--- config.mk ---
export PLATFORM = sky130hd
export DESIGN_NAME = event_pulse_stretcher
export DESIGN_NICKNAME = d
export VERILOG_FILES = /design/src/rtl/event_pulse_stretcher.sv
export SDC_FILE = /design/constraint.sdc
export NUM_CORES = 1
export LEC_CHECK = 0
export ABC_AREA = 1
export BUFFER_PORTS_ARGS = -buffer_cell sky130_fd_sc_hd__buf_2
export CORE_MARGIN = 3
export CORE_UTILIZATION = 50
export DETAILED_ROUTE_END_ITERATION = 10
export MAX_ROUTING_LAYER = met4
export PLACE_DENSITY = 0.66
export SLEW_MARGIN = 20
export SYNTH_ARGS = -nofsm -noshare
export SYNTH_HDL_FRONTEND = slang
export SYNTH_SLANG_ARGS = --single-unit
--- constraint.sdc ---
create_clock -name clk -period 2 [get_ports clk]
set_input_delay 0.4 -clock clk [delete_from_list [all_inputs] [get_ports clk]]
set_output_delay 0.4 -clock clk [all_outputs]
set_load 0.005 [all_outputs]
--- src/rtl/event_pulse_stretcher.sv ---
// Per-channel event pulse stretcher: each single-cycle event becomes a HOLD_CYCLES-wide
// registered pulse followed by a GAP_CYCLES forced-low gap. Define STRETCH_PEND_EN for a one-deep pending queue.
module event_pulse_stretcher #(
    parameter int NCH         = 5,
    parameter int HOLD_CYCLES = 130000,
    parameter int GAP_CYCLES  = 13000
) (
    input  logic           clk,
    input  logic           buttom_rst,
    input  logic [NCH-1:0] ev_pulse,
    output logic [NCH-1:0] level_out,
    output logic [NCH-1:0] busy,
    output logic [NCH-1:0] ev_drop
);

    localparam int MAX_CYCLES = (HOLD_CYCLES > GAP_CYCLES) ? HOLD_CYCLES : GAP_CYCLES;
    localparam int CW         = $clog2(MAX_CYCLES + 1);
    localparam bit HAS_GAP    = (GAP_CYCLES > 0);
    localparam logic [CW-1:0] HOLD_LOAD = CW'(HOLD_CYCLES - 1);
    localparam logic [CW-1:0] GAP_LOAD  = HAS_GAP ? CW'(GAP_CYCLES - 1) : '0;

    typedef enum logic [1:0] {
        ST_IDLE,
        ST_HOLD,
        ST_GAP
    } state_t;

    state_t         state_q [NCH];
    state_t         state_d [NCH];
    logic [CW-1:0]  cnt_q   [NCH];
    logic [CW-1:0]  cnt_d   [NCH];
    logic [NCH-1:0] level_d;
    logic [NCH-1:0] busy_d;
    logic [NCH-1:0] drop_d;
    logic           finish;
    logic           busy_ev;
`ifdef STRETCH_PEND_EN
    logic [NCH-1:0] pend_q;
    logic [NCH-1:0] pend_d;
`endif

    always_comb begin
        // NOTE: every signal written here gets a default first, so no path can infer a latch.
        state_d = state_q;
        cnt_d   = cnt_q;
        drop_d  = '0;
        level_d = '0;
        busy_d  = '0;
        finish  = 1'b0;
        busy_ev = 1'b0;
`ifdef STRETCH_PEND_EN
        pend_d  = pend_q;
`endif
        for (int i = 0; i < NCH; i++) begin
            finish  = 1'b0;
            busy_ev = 1'b0;
            unique case (state_q[i])
                ST_IDLE: begin
                    if (ev_pulse[i]) begin
                        state_d[i] = ST_HOLD;
                        cnt_d[i]   = HOLD_LOAD;
                    end
                end
                ST_HOLD: begin
                    if (cnt_q[i] != '0) begin
                        cnt_d[i] = cnt_q[i] - CW'(1);
                        busy_ev  = ev_pulse[i];
                    end else if (HAS_GAP) begin
                        state_d[i] = ST_GAP;
                        cnt_d[i]   = GAP_LOAD;
                        busy_ev    = ev_pulse[i];
                    end else begin
                        finish = 1'b1;
                    end
                end
                ST_GAP: begin
                    if (cnt_q[i] != '0) begin
                        cnt_d[i] = cnt_q[i] - CW'(1);
                        busy_ev  = ev_pulse[i];
                    end else begin
                        finish = 1'b1;
                    end
                end
                default: state_d[i] = ST_IDLE;
            endcase

            // Final busy cycle: a fresh event or a queued one restarts HOLD with no extra idle cycle.
            if (finish) begin
`ifdef STRETCH_PEND_EN
                if (ev_pulse[i] || pend_q[i]) begin
                    state_d[i] = ST_HOLD;
                    cnt_d[i]   = HOLD_LOAD;
                    pend_d[i]  = ev_pulse[i] && pend_q[i];
                end else begin
                    state_d[i] = ST_IDLE;
                end
`else
                if (ev_pulse[i]) begin
                    state_d[i] = ST_HOLD;
                    cnt_d[i]   = HOLD_LOAD;
                end else begin
                    state_d[i] = ST_IDLE;
                end
`endif
            end

            if (busy_ev) begin
`ifdef STRETCH_PEND_EN
                if (pend_q[i]) drop_d[i] = 1'b1;
                else           pend_d[i] = 1'b1;
`else
                drop_d[i] = 1'b1;
`endif
            end

            level_d[i] = (state_d[i] == ST_HOLD);
            busy_d[i]  = (state_d[i] != ST_IDLE);
        end
    end

    // Outputs are flops loaded from the next state, so they never glitch and have no path from ev_pulse.
    always_ff @(posedge clk) begin
        // NOTE: sequential state uses non-blocking assignments so every flop samples pre-edge values.
        if (buttom_rst) begin
            for (int i = 0; i < NCH; i++) begin
                state_q[i] <= ST_IDLE;
                cnt_q[i]   <= '0;
            end
            level_out <= '0;
            busy      <= '0;
            ev_drop   <= '0;
`ifdef STRETCH_PEND_EN
            pend_q    <= '0;
`endif
        end else begin
            state_q   <= state_d;
            cnt_q     <= cnt_d;
            level_out <= level_d;
            busy      <= busy_d;
            ev_drop   <= drop_d;
`ifdef STRETCH_PEND_EN
            pend_q    <= pend_d;
`endif
        end
    end

endmodule

==> results.json <==
{
  "status": "finished, final reports clean",
  "rsz0062_at_grt": "false",
  "grt_pass1_wl_um": 35900,
  "syn_to_final_growth_pct": 9.76,
  "drc": 0,
  "postRouteAntennaNets": 0,
  "ys_seq_area_frac": 0.269,
  "cp_slowest_cell": "dfxtp_1",
  "ys_types": 46,
  "n_antenna_cell": 0,
  "hold_buffers": 0,
  "coreArea_um2": 15900,
  "critPathLaunchType": "register",
  "grt_usage": 0.244,
  "htreeDepth": 3,
  "die_h_um": 134,
  "fin_setup_tns_ps": 0,
  "tightest_slew_ps": 425,
  "dr.pass1.iters": 5,
  "numCtsBuffers": 9,
  "skew_ps": 11.2,
  "critPathKind": "register to register",
  "power_mw": 7.89,
  "async_reset_ff_frac": 0,
  "syn_avg_cell_area_um2": 6.18,
  "pre_cts_slack_ps": 175,
  "pin_count": 22,
  "clk_latency_ps": 360,
  "cts_root_buffer": "clkbuf_16",
  "dieArea_um2": 17900,
  "clock_sinks": 110,
  "port_buffers": 21,
  "fp-row-count": 46,
  "clk_pin_slew_ps": 80,
  "drive_gt1_frac": 0.100,
  "drv_cap": 0,
  "power.density_nw_per_um2": 878,
  "synth_area_leader_cell": "dfxtp_1",
  "max-vdd-ir-drop_mv": 0.481,
  "ys_warn_count": 0,
  "crit_path_cell_trace": "inv_1 -> ha_1 -> inv_1 -> nor2_1 -> nand2_1 -> nor2_2 -> nand2_2 -> ha_1 -> a21oi_1 -> a2bb2oi_1 -> a21oi_1",
  "dp_hpwl_um": 15000,
  "path_max_fanout": 8,
  "yosysMostFrequentCell": "nand2_1",
  "antenna_found_initial": 0,
  "cts_tree": "done",
  "fin_crit_sh": 0.920,
  "cp.required_ps": 2240,
  "clockBufferDepth": 2,
  "nets": 1398,
  "grt_pass1_vias": 7588,
  "drt_iter0_drc": 592,
  "routedWlPerCell_um": 13.3,
  "drt-total-wl_um": 20900,
  "globalplace.congestion": 0.938,
  "setup_viol": 0,
  "slew_violations": 0,
  "min_period_ps": 1840,
  "synth_top_area_share": 0.269,
  "synthFlopType": "dfxtp_1",
  "synth_area_um2": 8180,
  "fmax_mhz": 543,
  "grt_remaining_overflow": 0,
  "min_path_type": "input pin to register",
  "ys_seq_elements": 110,
  "hold_viol": 0,
  "num_vias": 8300,
  "synthCells": 1324,
  "synth_edf_count": 0,
  "via_per_inst": 5.28,
  "crit_path_end_kind": "register",
  "cp.arrival_ps": 2080,
  "initial_core_util": 0.513,
  "ys_top_cells_by_count": "nand2_1 (329), nor2_1 (171), inv_1 (146)",
  "worst_slack_ps": 160,
  "max_stage_delay_ps": 340,
  "grt_max_degree": 80,
  "synthTopCellsByArea": "dfxtp_1 (27%), nand2_1 (15%), a21oi_1 (8.1%)",
  "dieWidth_um": 134,
  "p_leak_nw": 4.41,
  "syn-num-nets": 1371,
  "slew-limit-headroom": 0.716
}
critical path: cells and delay by family (launching register included):
kind | cells | cell delay (ps)
buf+inv | 2 | 140
simple gates | 4 | 380
flops | 1 | 340
compound gates | 3 | 400
fa+ha+maj | 2 | 450
flip-flops by register name, summed over array words and instances (netlist names):
name / count
level_out: 5
ev_drop: 5
cnt_q: 85
state_q: 10
busy: 5
per-stage QoR:
stage	hold slack (ps)	util	area [um^2]	cells
finish	401	0.563	8980	1572
global placement	485	0.542	8640	1556
detailed placement	492	0.542	8640	1556
global route	413	0.563	8980	1572
CTS	392	0.563	8970	1572
floorplan	467	-	8180	1324
power by group:
group,internal [mW],switching [mW],leakage [nW]
sequential,2.50,0.348,0.911
combinational,1.12,1.88,3.34
clock,1.18,0.860,0.163
per-layer routing:
metal,routed length [um],part of all wire,up-vias,GRT usage
met5,0,0,-,-
met4,268,0.013,0,0.0669
met3,982,0.047,20,0.0308
met2,9530,0.46,207,0.384
met1,10100,0.48,3737,0.333
li1,-,-,4336,-
final cells by class:
type                       count  area, um^2
clock buffer                  12         256
inverter                     151         571
multi-input combinational   1020        5190
timing repair buffer          59         415
sequential                   110        2200
tap                          216         270
fill                        1637        6960
clock inverter                 4        77.6
worst paths after layout:
path / depth (start not counted) / endpoint / slack (ps) / start
worst max-delay path: 11 / cnt_q[34] / 160 / cnt_q[35]
worst min-delay path: 3 / ev_drop[1] / 400 / ev_pulse[1]
worst max register to register: 11 / cnt_q[34] / 160 / cnt_q[35]
worst min register to register: 2 / cnt_q[21] / 490 / cnt_q[21]
cell families (layout without fill, tap and decap cells):
group	after synthesis	count (layout)	share of synthesized area
compound gates	300	300	0.195
xor+xnor	30	30	0.0321
fa+ha+maj	40	40	0.0612
buf+inv	194	226	0.0977
flops	110	110	0.269
simple gates	650	650	0.345
placed cells by master, fill, tap and decap left out, types with 2 or more instances in the layout:
| cell type | instances |
|---|---|
| nand2_1 | 329 |
| nor2_1 | 170 |
| inv_1 | 146 |
| a21oi_1 | 133 |
| o21ai_0 | 129 |
| dfxtp_1 | 110 |
| nand3_1 | 78 |
| ha_1 | 40 |
| buf_4 | 36 |
| xor2_1 | 21 |
| buf_2 | 21 |
| nor2_2 | 19 |
| nand4_1 | 11 |
| nor2_4 | 9 |
| nor3_1 | 9 |
| xnor2_1 | 9 |
| clkbuf_16 | 9 |
| nand2_2 | 8 |
| o21ai_1 | 8 |
| a21oi_2 | 6 |
| o22ai_1 | 5 |
| o21ai_2 | 4 |
| nand2_4 | 3 |
| o211ai_1 | 3 |
| nand3b_1 | 3 |
| nand3_2 | 2 |
| or2_2 | 2 |
| nand4_2 | 2 |
| clkinv_1 | 2 |
| a21o_1 | 2 |
| o21bai_1 | 2 |
| a2bb2oi_1 | 2 |
| nor4_1 | 2 |
| bufinv_16 | 2 |
| clkbuf_8 | 2 |
| buf_12 | 2 |
repair_timing:
| action | in CTS | in global routing |
|---|---|---|
| setup endpoints to repair | 0 | 1 |
| setup buffers | 0 | 0 |
| gates resized for setup | 0 | 2 |
Note: power is estimated with default switching activity, not from simulation.
